## src/rtl/ps2_pkg.sv

```systemverilog
// ps2_pkg: shared PS/2 state encoding, command/response bytes, error codes and timing defaults
package ps2_pkg;
  typedef enum logic [2:0] {IDLE, INHIBIT, REQ, SEND, ACK, WAIT_IDLE} ps2_tx_state_e;
  localparam logic [7:0] CMD_SET_LEDS = 8'hED;
  localparam logic [7:0] CMD_ENABLE = 8'hF4;
  localparam logic [7:0] CMD_RESET = 8'hFF;
  localparam logic [7:0] RSP_ACK = 8'hFA;
  localparam logic [7:0] RSP_RESEND = 8'hFE;
  localparam int INHIBIT_CYCLES_DEF = 6000;
  localparam int TIMEOUT_CYCLES_DEF = 750000;
  localparam logic [1:0] ERR_NONE = 2'b00;
  localparam logic [1:0] ERR_TIMEOUT = 2'b01;
  localparam logic [1:0] ERR_NO_ACK = 2'b10;
  function automatic logic odd_parity(input logic [7:0] d);
    return ~^d;
  endfunction
endpackage

```

## src/rtl/ps2_host_tx_if.sv

```systemverilog
// ps2_host_tx_if: command handshake plus open-drain PS/2 line levels and drive enables
interface ps2_host_tx_if;
  logic [7:0] tx_data;
  logic tx_valid;
  logic tx_ready;
  logic tx_done;
  logic tx_error;
  logic [1:0] err_code;
  logic ps2_clk_in;
  logic ps2_data_in;
  logic ps2_clk_oe;
  logic ps2_data_oe;
  modport master (
    output tx_data, tx_valid, ps2_clk_in, ps2_data_in,
    input tx_ready, tx_done, tx_error, err_code, ps2_clk_oe, ps2_data_oe
  );
  modport slave (
    input tx_data, tx_valid, ps2_clk_in, ps2_data_in,
    output tx_ready, tx_done, tx_error, err_code, ps2_clk_oe, ps2_data_oe
  );
endinterface

```

## src/rtl/ps2_line_sync.sv

```systemverilog
// ps2_line_sync: 2-flop synchroniser plus falling-edge detect for one PS/2 line
module ps2_line_sync (
  input  logic clk,
  input  logic rst_n,
  input  logic line_i,
  output logic sync_o,
  output logic fall_o
);
  logic [2:0] sh_q;
  always_ff @(posedge clk or negedge rst_n)
    if (!rst_n) sh_q <= '0;
    else sh_q <= {sh_q[1:0], line_i};
  assign sync_o = sh_q[1];
  assign fall_o = sh_q[2] & ~sh_q[1];
endmodule

```

## src/rtl/ps2_host_tx.sv

```systemverilog
// ps2_host_tx: PS/2 host-to-device command sender with clock inhibit, ACK check and timeout
module ps2_host_tx
  import ps2_pkg::*;
#(
  parameter int INHIBIT_CYCLES = INHIBIT_CYCLES_DEF,
  parameter int TIMEOUT_CYCLES = TIMEOUT_CYCLES_DEF
) (
  input logic clk,
  input logic rst_n,
  ps2_host_tx_if.slave bus
);
  localparam int IW = $clog2(INHIBIT_CYCLES + 1);
  localparam int TW = $clog2(TIMEOUT_CYCLES + 1);
  ps2_tx_state_e state_q, state_d;
  logic [IW-1:0] inh_q, inh_d;
  logic [TW-1:0] to_q, to_d;
  logic [3:0] bit_q, bit_d;
  logic [9:0] sh_q, sh_d;
  logic ack_q, ack_d;
  logic [1:0] code_q;
  logic clk_s, data_s, clk_fall, unused_data_fall;
  logic hs, timeout, lines_idle, done, err;
  logic [1:0] code_now;
  ps2_line_sync u_clk_sync (.clk(clk), .rst_n(rst_n), .line_i(bus.ps2_clk_in), .sync_o(clk_s), .fall_o(clk_fall));
  ps2_line_sync u_data_sync (.clk(clk), .rst_n(rst_n), .line_i(bus.ps2_data_in), .sync_o(data_s), .fall_o(unused_data_fall));
  assign hs = bus.tx_valid && state_q == IDLE;
  assign timeout = (state_q inside {SEND, ACK, WAIT_IDLE}) && to_q == TW'(TIMEOUT_CYCLES);
  assign lines_idle = clk_s & data_s;
  assign done = state_q == WAIT_IDLE && lines_idle && ack_q && !timeout;
  assign err = timeout || (state_q == WAIT_IDLE && lines_idle && !ack_q);
  assign code_now = timeout ? ERR_TIMEOUT : ERR_NO_ACK;
  always_ff @(posedge clk or negedge rst_n)
    if (!rst_n) begin
      state_q <= IDLE;
      inh_q <= '0;
      to_q <= '0;
      bit_q <= '0;
      sh_q <= '0;
      ack_q <= 1'b0;
      code_q <= ERR_NONE;
    end else begin
      state_q <= state_d;
      inh_q <= inh_d;
      to_q <= to_d;
      bit_q <= bit_d;
      sh_q <= sh_d;
      ack_q <= ack_d;
      code_q <= err ? code_now : code_q;
    end
  always_comb begin
    state_d = state_q;
    case (state_q)
      IDLE:      state_d = bus.tx_valid ? INHIBIT : IDLE;
      INHIBIT:   state_d = inh_q == IW'(INHIBIT_CYCLES - 1) ? REQ : INHIBIT;
      REQ:       state_d = SEND;
      SEND:      state_d = clk_fall && bit_q == 4'd9 ? ACK : SEND;
      ACK:       state_d = clk_fall ? WAIT_IDLE : ACK;
      WAIT_IDLE: state_d = lines_idle ? IDLE : WAIT_IDLE;
      default:   state_d = IDLE;
    endcase
    if (timeout) state_d = IDLE;
  end
  // Frame shifts out LSB first: start (0), d0..d7, parity, stop (1); sh_q[0] is the bit on the line.
  always_comb begin
    inh_d = state_q == INHIBIT ? inh_q + 1'b1 : '0;
    to_d = (state_q inside {SEND, ACK, WAIT_IDLE}) && !clk_fall ? to_q + 1'b1 : '0;
    bit_d = state_q == REQ ? '0 : (state_q == SEND && clk_fall) ? bit_q + 4'd1 : bit_q;
    sh_d = hs ? {1'b1, odd_parity(bus.tx_data), bus.tx_data, 1'b0}
         : (state_q == SEND && clk_fall) ? {1'b1, sh_q[9:1]} : sh_q;
    ack_d = state_q == ACK && clk_fall ? ~data_s : ack_q;
  end
  always_comb begin
    bus.tx_ready = state_q == IDLE;
    bus.ps2_clk_oe = !timeout && (state_q == INHIBIT || state_q == REQ);
    bus.ps2_data_oe = !timeout && (state_q == REQ || (state_q == SEND && !sh_q[0]));
    bus.tx_done = done;
    bus.tx_error = err;
    bus.err_code = err ? code_now : code_q;
  end
endmodule

```

## src/flat_wrapper.sv

```systemverilog
// flat-port wrapper written by rule: the top's interface ports become plain ports
module ps2_host_tx_flat import ps2_pkg::*;
#(
  parameter int INHIBIT_CYCLES = INHIBIT_CYCLES_DEF,
  parameter int TIMEOUT_CYCLES = TIMEOUT_CYCLES_DEF
)
  (clk, rst_n, bus_tx_data, bus_tx_valid, bus_ps2_clk_in, bus_ps2_data_in, bus_tx_ready, bus_tx_done, bus_tx_error, bus_err_code, bus_ps2_clk_oe, bus_ps2_data_oe);
  ps2_host_tx_if bus_i ();
  input logic clk;
  input logic rst_n;
  input wire logic [$bits(bus_i.tx_data)-1:0] bus_tx_data;
  input wire logic [$bits(bus_i.tx_valid)-1:0] bus_tx_valid;
  input wire logic [$bits(bus_i.ps2_clk_in)-1:0] bus_ps2_clk_in;
  input wire logic [$bits(bus_i.ps2_data_in)-1:0] bus_ps2_data_in;
  output wire logic [$bits(bus_i.tx_ready)-1:0] bus_tx_ready;
  output wire logic [$bits(bus_i.tx_done)-1:0] bus_tx_done;
  output wire logic [$bits(bus_i.tx_error)-1:0] bus_tx_error;
  output wire logic [$bits(bus_i.err_code)-1:0] bus_err_code;
  output wire logic [$bits(bus_i.ps2_clk_oe)-1:0] bus_ps2_clk_oe;
  output wire logic [$bits(bus_i.ps2_data_oe)-1:0] bus_ps2_data_oe;
  assign bus_i.tx_data = bus_tx_data;
  assign bus_i.tx_valid = bus_tx_valid;
  assign bus_i.ps2_clk_in = bus_ps2_clk_in;
  assign bus_i.ps2_data_in = bus_ps2_data_in;
  assign bus_tx_ready = bus_i.tx_ready;
  assign bus_tx_done = bus_i.tx_done;
  assign bus_tx_error = bus_i.tx_error;
  assign bus_err_code = bus_i.err_code;
  assign bus_ps2_clk_oe = bus_i.ps2_clk_oe;
  assign bus_ps2_data_oe = bus_i.ps2_data_oe;
  ps2_host_tx #(.INHIBIT_CYCLES(INHIBIT_CYCLES), .TIMEOUT_CYCLES(TIMEOUT_CYCLES)) u_core (.clk(clk), .rst_n(rst_n), .bus(bus_i));
endmodule
```

## config.mk

```make
export PLATFORM = sky130hd
export DESIGN_NAME = ps2_host_tx_flat
export DESIGN_NICKNAME = d
export VERILOG_FILES = /design/src/rtl/ps2_pkg.sv /design/src/rtl/ps2_host_tx_if.sv /design/src/rtl/ps2_line_sync.sv /design/src/rtl/ps2_host_tx.sv /design/src/flat_wrapper.sv
export SDC_FILE = /design/constraint.sdc
export NUM_CORES = 1
export LEC_CHECK = 0
export ABC_AREA = 1
export ABC_CLOCK_PERIOD_IN_PS = 1470
export CAP_MARGIN = 15
export CORE_UTILIZATION = 40
export CTS_BUF_LIST = sky130_fd_sc_hd__clkbuf_8
export CTS_CLUSTER_DIAMETER = 100
export DETAILED_ROUTE_END_ITERATION = 6
export PLACE_DENSITY = 0.54
export SKIP_LAST_GASP = 1
export SLEW_MARGIN = 5
export SYNTH_ARGS = -nofsm -noshare
export SYNTH_HDL_FRONTEND = slang
export SYNTH_SLANG_ARGS = --single-unit
```

## constraint.sdc

```tcl
create_clock -name clk -period 1.47 [get_ports clk]
set_input_delay 0.147 -clock clk [delete_from_list [all_inputs] [get_ports clk]]
set_output_delay 0.147 -clock clk [all_outputs]
set_load 0.02 [all_outputs]
```

== Word-level counts from Yosys, hierarchy flattened ==
Index checks and enable logic that the tools add are counted.
W data, S select, Z words.

* Register bits: 58
* Bits of input ports: 13
* Logic and storage cells: 64

* Add/subtract/negate cells: 3
* Eq/ne operators: 8
* Muxes and demuxes: 15
* Bitwise logic cells: 4
* Reductions and logical operators: 25

{| class="wikitable"
|+ Operators with widths
! operator !! number
|-
| $add A20 B1 Y20 const B || 1
|-
| $eq A20 B20 Y1 const B || 1
|-
| $mux W10 || 2
|-
| $mux W20 || 1
|-
| $pmux W3 S6 || 1
|-
| $add A13 B1 Y13 const B || 1
|-
| $eq A13 B13 Y1 const B || 1
|-
| $logic_and A1 B1 Y1 || 13
|-
| $mux W13 || 1
|-
| $mux W3 || 3
|-
| $mux W4 || 2
|-
| $reduce_xnor A8 Y1 || 1
|-
| $eq A3 B2 Y1 const B || 2
|-
| $eq A3 B3 Y1 const B || 2
|-
| $mux W2 || 3
|-
| $add A4 B1 Y4 const B || 1
|-
| $eq A4 B4 Y1 const B || 1
|-
| $logic_not A1 Y1 || 4
|-
| $reduce_bool A2 Y1 || 2
|-
| $eq A3 B1 Y1 const B || 1
|-
| $logic_not A3 Y1 || 1
|-
| $logic_or A1 B1 Y1 || 3
|-
| $reduce_bool A3 Y1 || 1
|-
| $and A1 B1 Y1 || 2
|-
| 2 further kinds || 4
|}

== Longest topological paths before layout ==
* Depth after elaboration: 6
* Mapped depth: 9

== Cells and area by module ==
From an unflattened synthesis, not the netlist that was laid out.

* Cells, all modules: 421
* Area, all modules: 3156.8 sq um

{| class="wikitable"
|+ By module, submodules not included
! module !! instances !! cells an instance !! area each (sq um) !! sequential area each (sq um)
|-
| ps2_host_tx || 1 || 411 || 2986.6 || 1326.3
|-
| ps2_line_sync || 2 || 5 || 85.1 || 75.1
|}

== Least setup slack after synthesis ==
No wires, ideal clock.

* Path type: reg2reg
* Start point: register u_core.to_q[0]
* End point: register u_core.code_q[0]
* Setup time: 0.186 ns
* Arrival: 1.384 ns
* Setup slack: -0.100 ns
* Stages on the path, launching flop included: 7
* Path buffers: 0
* Period minus slack after synthesis: 1.570 ns
* Path through: dfrtp_1 inv_1 ha_1 nand2_1 nor2_1 nand3_1 o21ai_0

* Cells in the longest elaborated chain, start to end: 4

{| class="wikitable"
|+ RTL lines
! element !! RTL line !! RTL
|-
| start, declared || ps2_host_tx.sv:16 || <nowiki>logic [TW-1:0] to_q, to_d;</nowiki>
|-
| start signal, assigned || ps2_host_tx.sv:44 || <nowiki>to_q <= to_d;</nowiki>
|-
| $eq A20 B20 Y1 * || ps2_host_tx.sv:27 || <nowiki>assign timeout = (state_q inside {SEND, ACK, WAIT_IDLE}) && to_q == TW'(TIMEOUT_CYCLES);</nowiki>
|-
| $logic_and A1 B1 Y1 * || ps2_host_tx.sv:27 ||
|-
| $mux W2 or $logic_or A1 B1 Y1 (tied branches) || ps2_host_tx.sv:31, ps2_host_tx.sv:30 ||
|-
| $mux W2 * || n/a ||
|-
| named net bus_err_code[0] || flat_wrapper.sv:18 || <nowiki>output wire logic [$bits(bus_i.err_code)-1:0] bus_err_code;</nowiki>
|-
| end signal, assigned || ps2_host_tx.sv:48 || <nowiki>code_q <= err ? code_now : code_q;</nowiki>
|-
| end, declared || ps2_host_tx.sv:20 || <nowiki>logic [1:0] code_q;</nowiki>
|}

Mark *: on every way through the listed nets, which the timed path passes. The rest lies on a longest branch.
A chain may end at the register's enable or synchronous reset.

== Worst setup path after layout ==
* Start point: register u_core.to_q[0]
* End point: output port bus_ps2_data_oe

* Cells in the longest elaborated chain, start to end: 4

{| class="wikitable"
|+ RTL lines
! element !! RTL line !! RTL
|-
| $eq A20 B20 Y1 || ps2_host_tx.sv:27 ||
|-
| $logic_and A1 B1 Y1 || ps2_host_tx.sv:27 ||
|-
| $logic_not A1 Y1 || ps2_host_tx.sv:75 || <nowiki>bus.ps2_data_oe = !timeout && (state_q == REQ || (state_q == SEND && !sh_q[0]));</nowiki>
|-
| $logic_and A1 B1 Y1 || ps2_host_tx.sv:75 ||
|-
| end, declared || flat_wrapper.sv:20 || <nowiki>output wire logic [$bits(bus_i.ps2_data_oe)-1:0] bus_ps2_data_oe;</nowiki>
|}

Every way passes these cells.

==> Flow_metrics.wiki <==
{| class="wikitable"
! Metric !! Value
|-
| Relative contribution of sequential cells to total power || 46.7%
|-
| Status || finished, violations left
|-
| Total design power || around 4000 uW
|-
| Setup repair after global routing missed its margin || yes
|-
| Arrival @ worst endpoint || 1.72 ns
|-
| Overflow left after global routing || 0
|-
| Post-Route Utilization || 62.0%
|-
| Die Span X || approximately 90 um
|-
| Critical path peak fanout || 2
|-
| Cell at the root of the clock tree || clkbuf_8
|-
| Worst ir drop on vdd || around 510 uV
|-
| FILL cells || about 700
|-
| Share of the clock period used by the worst path || 127%
|-
| Number of clock sinks seen by CTS || 58
|-
| Clock tree buffer depth || 2
|-
| CP required || between 1 and 1.5 ns
|-
| Leading cell type in the layout, fill and taps excluded || nand2_1
|-
| Multi-input logic area || between 1500 and 2000 um2
|-
| Ports placed on the boundary || 20
|-
| Clock skew after layout || roughly 0.011 ns
|-
| Final routed wire length divided by cell count || roughly 12 um
|-
| Power density over cell area || between 800 and 900 nW/um2
|-
| HPWL after detailed placement || approximately 5.3 mm
|-
| Worst-skew pair later-pin latency || between 0.3 and 0.4 ns
|-
| CTS buffer count || 9
|-
| Clk pwr share || 40.4%
|-
| Effective utilization at floorplan || 42.1%
|-
| Number of antenna violations at the first check in global routing || 0
|-
| Number of nets produced by synthesis || around 440
|-
| Max cap viols || 0
|-
| Average cell area after synthesis || around 7.3 um2
|-
| Maximum number of pins on one net before global-route repair || 24
|-
| Worst hold path class || input port to flop
|-
| Minimum setup slack after placement || -0.420 ns
|-
| Total number of yosys warnings || 0
|-
| Die Span Y || 90.1 um
|-
| Violations in the final reports || setup timing
|-
| Area overhead of the layout relative to synthesis || 47.2%
|-
| Flop2flop setup slack || -0.17 ns
|-
| Wire length reported by the detailed router || roughly 7.5 mm
|-
| CTS clock-pin slew for the worst setup and hold paths || about 0.060 ns
|-
| Port Buffers || 19
|-
| Placed Area || ~3900 um2
|-
| Post-route standard cell area excluding fillers || about 4600 um2
|-
| Leakage power summed over all cells || between 0.002 and 0.0025 uW
|-
| Setup violations, final || 28
|-
| Commonest cells after routing, fill and taps aside || nand2_1, buf_4, nor2_1
|-
| Synthesized instance count || 426
|-
| Combinational group share of total power || between 10% and 20%
|-
| First-pass GRT wire length || about 13 mm
|-
| Total core area || 7370 um2
|-
| Worst slack on hold paths || roughly 0.25 ns
|-
| Placement row count || 31
|-
| 1st-iter DRT viols || 97
|-
| Synth cell types || 28
|-
| Deepest level of the CTS H-tree || 3
|-
| Crit end category || output port
|-
| Share of total power consumed by net switching || about a quarter
|-
| Post-synthesis sequential area ratio || between 40% and 50%
|-
| Global Route Usage Sum || between 10% and 20%
|-
| Number of hold-slack violations in the final timing report || 0
|-
| Tmin final || between 1.5 and 2 ns
|-
| Count of TritonRoute iterations in the first routing pass || 4
|-
| Global placer's final weighted congestion || ~0.88
|-
| Startpoint of the most critical register-to-register path || u_core.state_q[2]
|-
| Crit path launch type || flop
|-
| #FFs+latches synth || 58
|-
| Cell count of the worst reg-to-reg path || 12
|-
| Vias || just under 3000
|-
| CTS tree || yes
|-
| Start point of the critical path || u_core.to_q[0]
|-
| Endpoint of the worst-slack reg-to-reg timing path || u_core.sh_q[5]
|-
| Psw || between 1000 and 1500 uW
|-
| Layout cells sized above 1 || approximately a third
|-
| Die Footprint || just over 8000 um2
|-
| Per-cell via count in the routed design || 4.65
|-
| Worst slew margin || between 70% and 80%
|-
| Post-route ant nets || 0
|-
| Achievable frequency || between 0.5 and 0.6 GHz
|-
| End point of the critical path || bus_ps2_data_oe
|-
| Cell internal pwr || a little under 3000 uW
|-
| Measured slew at the worst slew-check pin || around 0.42 ns
|-
| Cell Area, Synth || between 3000 and 4000 um2
|-
| Final number of max-transition violations || 0
|-
| Start-to-end type of the worst setup path || flop to output port
|-
| Ant diodes || 0
|-
| Number of nets in the layout || 553
|-
| Register area || between 1000 and 1500 um2
|-
| Number of remaining DRC errors || 0
|-
| Vias in the first global route || 2866
|-
| Final WS setup || -0.394 ns
|}
[worst max-delay path: stages, from the launching register on]
cell	delay (ns)
dfrtp_1	0.40
inv_2	0.09
ha_4	0.12
nand2_1	0.04
nor2_1	0.10
nand3_1	0.14
nor2_2	0.20
buf_6	0.13
nor2_2	0.03
buf_6	0.13
[layout make-up]
| cell class | count | area share [%] |
|---|---|---|
| Inverter | 62 | 5.34 |
| Clock inverter | 3 | 0.986 |
| Clock buffer | 13 | 3.92 |
| Tap cell | 99 | 2.71 |
| Timing Repair Buffer | 99 | 19.5 |
| Multi-Input combinational cell | 303 | 35.5 |
| Timing Repair inverter | 2 | 0.301 |
| Sequential cell | 58 | 31.8 |
[worst min-delay path by stage]
stage / depth (start not counted) / slack (ns) / to / start
detailed placement: 1 / 0.11 / u_core.inh_q[0] / rst_n
global placement: 1 / 0.11 / u_core.inh_q[0] / rst_n
global route: 1 / 0.25 / u_core.u_clk_sync.sh_q[0] / bus_ps2_clk_in
finish: 1 / 0.25 / u_core.u_clk_sync.sh_q[0] / bus_ps2_clk_in
floorplan: 0 / -0.15 / u_core.ack_q / rst_n
CTS: 1 / 0.23 / u_core.u_clk_sync.sh_q[0] / bus_ps2_clk_in
[layer usage]
metal  wire length [um]  share of wire [%]  GRT usage [%]  vias to the layer above
li1                   -                  -              -                     1565
met1               3610                 48           25.1                     1368
met2               3630                 48           31.7                       27
met3                156                2.1           4.06                       14
met4                129                1.7           8.74                        0
met5                  0                  0              0                        -
[cell families (layout without fill, tap and decap cells)]
family | after synthesis | count (layout) | synth area share, %
and+or+nand+nor | 238 | 238 | 32.8
buffers and inverters | 65 | 179 | 8.26
AOI/OAI and AO/OA | 58 | 58 | 9.63
DFF | 58 | 58 | 46.8
adders and majority gates | 5 | 5 | 2.02
xor gates and xnor gates | 2 | 2 | 0.564
[power by group through the flow]
stage | clock network (uW) | logic, uW | registers [uW]
detailed placement | 0 | 471 | 1890
CTS | 1670 | 485 | 1860
finish | 1620 | 519 | 1870
floorplan | 0 | 285 | 1870
global placement | 0 | 454 | 1890
global route | 1740 | 592 | 1900
[through the flow]
step / TNS [ns] / instances
floorplan: 0 / 426
global placement: -2.45 / 604
detailed placement: -2.85 / 604
CTS: -2.96 / 631
global route: -7.26 / 639
finish: -4.11 / 639
[synthesized netlist by cell type, drive strengths merged]
master / count / area share, %
xnor2: 1 / 0.28
ha: 5 / 2.0
and3: 1 / 0.20
a31oi: 1 / 0.20
nand3: 23 / 3.9
a21oi: 26 / 4.2
buf: 3 / 0.77
xor2: 1 / 0.28
o22ai: 1 / 0.20
or2: 1 / 0.20
inv: 62 / 7.5
o21ai: 29 / 4.8
o211ai: 1 / 0.24
dfrtp: 58 / 47
nor2: 82 / 11
nand2: 112 / 14
nand4: 5 / 1.0
nor3b: 1 / 0.24
nor3: 13 / 2.1
[registers in the layout, indices dropped and copies added (netlist names)]
signal / cells
u_core.sh_q: 10
u_core.inh_q: 13
u_core.u_data_sync.sh_q: 2
u_core.code_q: 2
u_core.bit_q: 4
u_core.state_q: 3
u_core.ack_q: 1
u_core.u_clk_sync.sh_q: 3
u_core.to_q: 20
[what timing repair did]
item                                   CTS  global route
cloned                                   1             2
resized for setup                       63            72
buffers inserted                        12            10
setup endpoints to repair               24            50
hold buffers                             1             0
endpoints found under the hold margin   14             0
pin swaps                               14            29
No activity file was read; power rests on OpenSTA's default activity.
